==> config.mk <==
export PLATFORM = sky130hd
export DESIGN_NAME = axi_skid_fifo
export DESIGN_NICKNAME = d
export VERILOG_FILES = /design/src/rtl/axi_skid_fifo.sv
export SDC_FILE = /design/constraint.sdc
export NUM_CORES = 1
export LEC_CHECK = 0
export BUFFER_PORTS_ARGS = -buffer_cell sky130_fd_sc_hd__buf_4
export CAP_MARGIN = 20
export CORE_ASPECT_RATIO = 0.9
export CORE_MARGIN = 5
export CORE_UTILIZATION = 30
export CTS_CLUSTER_DIAMETER = 200
export DETAILED_ROUTE_END_ITERATION = 8
export GPL_TIMING_DRIVEN = 0
export PLACE_DENSITY = 0.46
export SYNTH_ARGS = -nofsm -noshare
export SYNTH_HDL_FRONTEND = slang
export SYNTH_SLANG_ARGS = --single-unit
==> constraint.sdc <==
create_clock -name i_axi_aclk -period 2.15 [get_ports i_axi_aclk]
set_input_delay 0.5375 -clock i_axi_aclk [delete_from_list [all_inputs] [get_ports i_axi_aclk]]
set_output_delay 0.5375 -clock i_axi_aclk [all_outputs]
set_load 0.1 [all_outputs]
==> src/rtl/axi_skid_fifo.sv <==
// axi_skid_fifo: fully registered circular-buffer skid FIFO for valid/ready channels
module axi_skid_fifo #(
  parameter int DATA_WIDTH = 32,
  parameter int DEPTH = 4,
  parameter int AF_LEVEL = DEPTH - 1,
  parameter int CW = $clog2(DEPTH + 1)
) (
  input  logic                  i_axi_aclk,
  input  logic                  i_axi_aresetn,
  input  logic                  i_flush,
  input  logic                  i_wr_valid,
  output logic                  o_wr_ready,
  input  logic [DATA_WIDTH-1:0] i_wr_data,
  output logic                  o_rd_valid,
  input  logic                  i_rd_ready,
  output logic [DATA_WIDTH-1:0] o_rd_data,
  output logic [CW-1:0]         o_rd_count,
  output logic                  o_almost_full
);
  localparam int PW = $clog2(DEPTH);
  logic [DATA_WIDTH-1:0] mem [DEPTH];
  logic [PW-1:0] wp, rp, wp_nxt, rp_nxt;
  logic [CW-1:0] cnt;
  logic wr_xfer, rd_xfer;
  assign wr_xfer = i_wr_valid & o_wr_ready;
  assign rd_xfer = o_rd_valid & i_rd_ready;
  assign wp_nxt = (wp == PW'(DEPTH - 1)) ? '0 : wp + 1'b1;
  assign rp_nxt = (rp == PW'(DEPTH - 1)) ? '0 : rp + 1'b1;
  assign o_wr_ready = cnt != CW'(DEPTH);
  assign o_rd_valid = cnt != '0;
  assign o_rd_data = mem[rp];
  assign o_rd_count = cnt;
  assign o_almost_full = cnt >= CW'(AF_LEVEL);
  always_ff @(posedge i_axi_aclk or negedge i_axi_aresetn)
    if (!i_axi_aresetn) begin
      wp <= '0;
      rp <= '0;
      cnt <= '0;
      for (int i = 0; i < DEPTH; i++) mem[i] <= '0;
    end else if (i_flush) begin
      wp <= '0;
      rp <= '0;
      cnt <= '0;
    end else begin
      if (wr_xfer) begin
        mem[wp] <= i_wr_data;
        wp <= wp_nxt;
      end
      if (rd_xfer) rp <= rp_nxt;
      cnt <= cnt + CW'(wr_xfer) - CW'(rd_xfer);
    end
endmodule

=== Yosys cells after proc, flatten, opt, wreduce, memory -nomap -nowiden ===
Index checks and enable logic that the tools add are counted.

* Word-level logic and storage cells: 41
* Output and inout port bits: 38
* Flip-flop bits (word level): 135

* Bitwise logic cells: 5
* Reductions and logical operators: 5
* Order comparisons: 4
* Multiplexer cells: 13
* Eq/ne operators: 3
* $add $sub $neg: 4

{| class="wikitable"
|+ Operators by type and width
! operator !! number
|-
| $bwmux 128 || 1
|-
| $mux 32 || 3
|-
| $bmux 32 s2 || 1
|-
| $demux 32 s2 || 1
|-
| $mux 2 || 6
|-
| $ge 3x3->1 const B || 2
|-
| $not 2->3 || 2
|-
| $add 2x1->2 const B || 2
|-
| $eq 2x2->1 const B || 2
|-
| $reduce_bool 2->1 || 2
|-
| $add 3x1->3 || 1
|-
| $ge 3x2->1 const B || 1
|-
| $lt 3x1->1 const B || 1
|-
| $mux 3 || 1
|-
| $ne 3x3->1 const B || 1
|-
| $reduce_bool 3->1 || 1
|-
| $sub 3x1->3 || 1
|-
| $and 1x1->1 || 2
|-
| $reduce_and 2->1 || 1
|-
| $logic_and 1x1->1 || 1
|-
| $not 1->1 || 1
|}

=== Logic depth before layout (Yosys ltp) ===
* Word-level depth: 6
* Mapped depth: 10
* Mapped depth without buffers: 9

=== Worst setup path after synthesis ===
Ideal clock, no wire load.

* Path type: register to register
* Start point: register cnt[2], in the netlist o_rd_count[2]
* End point: register cnt[2], in the netlist o_rd_count[2]
* Library setup time: 0.130 ns
* Arrival time: 2.667 ns
* Slack: -0.646 ns
* Stages on the path, launching flop included: 11
* Required time: 2.020 ns
* Cell sequence: dfrtp_1 > or3b_1 > buf_6 > nand2_1 > ha_1 > inv_1 > ha_1 > inv_1 > fa_1 > xor2_1 > nor2_1

* Word-level cells in the longest chain between the ends: 5

{| class="wikitable"
|+ Ends and longest elaborated chain
! what !! RTL line !! RTL
|-
| from (decl) || 23 || <nowiki>logic [CW-1:0] cnt;</nowiki>
|-
| from (signal assigned) || 50 || <nowiki>cnt <= cnt + CW'(wr_xfer) - CW'(rd_xfer);</nowiki>
|-
| $ne 3x3->1 || 29 || <nowiki>assign o_wr_ready = cnt != CW'(DEPTH);</nowiki>
|-
| net o_wr_ready || 12 || <nowiki>output logic o_wr_ready,</nowiki>
|-
| $and 1x1->1 || 25 || <nowiki>assign wr_xfer = i_wr_valid & o_wr_ready;</nowiki>
|-
| $add 3x1->3 || 50 ||
|-
| $sub 3x1->3 || 50 ||
|-
| $mux 3 || 40 || <nowiki>end else if (i_flush) begin</nowiki>
|}

The timed path passes the listed nets, and every way through them passes these cells.
A chain may end at the register's enable or synchronous reset.

=== Worst setup path after layout ===
* Start point: register rp[0]
* End point: output port o_rd_data[12]

* Word-level cells in the longest chain between the ends: 4

{| class="wikitable"
|+ Ends and longest elaborated chain
! what !! RTL line !! RTL
|-
| from (decl) || 22 || <nowiki>logic [PW-1:0] wp, rp, wp_nxt, rp_nxt;</nowiki>
|-
| from (signal assigned) || 49 || <nowiki>if (rd_xfer) rp <= rp_nxt;</nowiki>
|-
| $not 2->3 (implied by the code) || 31 || <nowiki>assign o_rd_data = mem[rp];</nowiki>
|-
| $bmux 32 s2 || 31 ||
|-
| $mux 32 (implied by the code) (2 in series) || 31 ||
|-
| to (decl) || 16 || <nowiki>output logic [DATA_WIDTH-1:0] o_rd_data,</nowiki>
|}

No other way between the ends. The select of a mux whose other input is x is not followed.

==> results.md <==
- Die area: 0.0252 sq mm
- Inserted Diodes: 0
- Required @ worst endpoint: 1610 ps
- Core Rows: 51
- Asr flop ratio synth: 100%
- Clk_lat worst skew: 420 ps
- MaxCap Viol Count: 0
- Most frequent cells after synthesis: dfrtp_1 (135), mux2_4 (120), mux4_2 (32)
- Mux cell area share after synthesis: 39.5%
- Peak Freq: 411 MHz
- Post-synthesis cell area: 0.00664 sq mm
- Seq cells post-synth: 135
- Clock Skew: 17.8 ps
- Worst Setup EP: o_rd_data[12]
- # fillers: 2007
- Final net count: 509
- Layout cells sized above 1: 65.3%
- Worst EP arrival: 1890 ps
- Crit path cell chain: clkbuf_16 -> buf_16 -> mux4_2 -> buf_8
- Bufs and invs on worst path: 3
- WS Path Type: flip-flop to output pin
- Drt first-iter violations: 108
- Hold Slack: 110 ps
- Slowest CP cell: mux4_2
- Fin. Hold Viols: 0
- Worst slew margin: 60.1%
- Synth cell types: 25
- Top Family by Delay on Critical Path: multiplexers
- Syn avg cell area: 18.3 sq um
- Count of final max-slew check failures: 0
- CTS sink count: 135
- Total Wirelength: 14.6 mm
- CTS Root Cell: clkbuf_16
- Post-synthesis compound-gate area fraction: 0.659%
- Most common cell in the synthesized netlist: dfrtp_1
- Top-area cell type share of the netlist area: 50.9%
- Setup crit start: rp[0]
- Post-DP HPWL: 9.27 mm
- Clk slew on worst S/H paths: 60 ps
- TritonCTS clock tree: yes
- RR Startpoint: o_rd_count[1]
- Initial core utilization: 30.6%
- Main combinational cell family by area after synthesis: multiplexers
- Initial antenna violation count: 0
- Final period util: 113%
- Drc violations: 0
- Sequential element share of the synthesized area: 50.9%
- Post-route ant nets: 0
- R2R cell count: 8
- Failing checks: setup timing
- Die Width: 167 um
- Cts bufs inserted: 17
- GRT overflow: 0
- H-tree levels: 4
- TritonRoute pass-1 iters: 4
- Die height: 151 um
- Number of vias per cell: 4.50
- Main synth FF type: dfrtp_1
- Post-DR wirelength/cell: 19.1 um
- Hold Crit Class: primary input to asynchronous set/reset pin
- Finish-stage setup viols: 32
- Total GRT Usage: 12.1%
- P&R area growth vs syn: 31.0%
- Vias in the first global route: 4009
- Post-Synth XOR/XNOR Area: 0.132%
- Worst-path fanout max: 10
- First-pass GRT wire length: 23.3 mm
- Critical Path Sink Type: output pin
- Final Util: 40.1%
- Synthesized Nets: 408
- CORE AREA: 0.0217 sq mm
- R2R setup slack: 80 ps
- Adder-cell area share of the yosys netlist: 1.81%
- Port Buffer Count: 73
- Vias after detailed routing: 3449
- CP peak stage delay: 560 ps
- R2r endpoint: o_rd_count[1]
- Largest area contributor in the netlist: dfrtp_1
- Area contributors post-synth: dfrtp_1 (51%), mux2_4 (27%), mux4_2 (11%)
- Syn Inst Count: 362
- Largest net degree at the start of global routing: 76
- Post-synth EDFFs: 0
- GP Congestion: 0.696
- Warnings from Yosys: 0
- Clk buf depth: 2
- Simple-gate share of the synthesized area: 1.70%
- Crit path time final: 2430 ps
- Final setup margin: -281 ps
- RSZ-0062 raised after global routing: yes
- Num ports: 75
- Worst-margin pin slew: 599 ps
- Worst setup SP type: flip-flop
- Crit. path cell count: 4
- Outcome: finished with violations
placed cells by master, fill, tap and decap left out, types with 4 or more instances in the layout:
cell type and n:
and3_4 4, buf_12 20, buf_16 4, buf_4 44
buf_6 32, bufinv_16 4, clkbuf_16 18, clkbuf_8 4
dfrtp_1 131, ha_1 6, inv_6 4, mux2_1 8
mux2_4 120, mux4_2 32
registers in the layout, indices dropped and copies added, names as in the netlist:
signal,count
wp,2
mem,128
rp,2
o_rd_count,3
layer usage:
metal  GRT usage (%)  part of all wire [%]  vias up
met2            19.0                    48       60
met1            16.4                    48     1835
met4            3.44                   1.0        0
li1                -                     -     1542
met3            3.71                   3.7       12
met5               0                     0        -
cell families after synthesis:
| kind of cell | after synthesis |
|---|---|
| multiplexers | 161 |
| flip-flops | 135 |
| buffers and inverters | 32 |
| AND/OR/NAND/NOR | 17 |
| adder cells (fa/ha/maj) | 9 |
| AO/OA/AOI/OAI | 7 |
| XOR/XNOR | 1 |
metrics by stage:
stage | cell area [sq um] | setup slack [ps] | TNS (ps) | std cells
2_1_floorplan | 6710 | -217 | -391 | 362
3_3_place_gp | 7620 | -449 | -12590 | 726
3_5_place_dp | 7650 | -492 | -12010 | 727
4_1_cts | 8620 | -323 | -8980 | 765
5_1_grt | 8700 | -357 | -10170 | 767
6_report | 8700 | -281 | -7730 | 767
layout make-up:
cell class | count | area, sq um | share of cell area, %
Buffer | 24 | 424 | 4.87
Clock buffer | 19 | 453 | 5.20
Clock inverter | 13 | 191 | 2.20
Inverter | 6 | 22.5 | 0.259
Multi-Input combinational cell | 195 | 2970 | 34.1
Sequential cell | 135 | 3390 | 39.0
Tap cell | 291 | 364 | 4.18
Timing Repair Buffer | 84 | 886 | 10.2
how the worst min path moves through the flow:
stage	end	cells after the start	startpoint
6_report	o_rd_count[2]	1	i_axi_aresetn
3_3_place_gp	mem[127]	1	mem[127]
3_5_place_dp	mem[96]	1	mem[96]
4_1_cts	o_rd_count[2]	1	i_axi_aresetn
2_1_floorplan	mem[0]	0	i_axi_aresetn
5_1_grt	o_rd_count[2]	1	i_axi_aresetn
repair_timing:
item | CTS | global route
endpoints found under the setup margin | 36 | 37
buffers inserted | 7 | 2
pin swaps | 2 | 4
hold buffers | 0 | 0
gates resized for setup | 65 | 17
cloned | 1 | 0
Power is left out: the tool's default activity adds up to more than one toggle a clock period on the data nets, which glitch-free logic cannot reach.
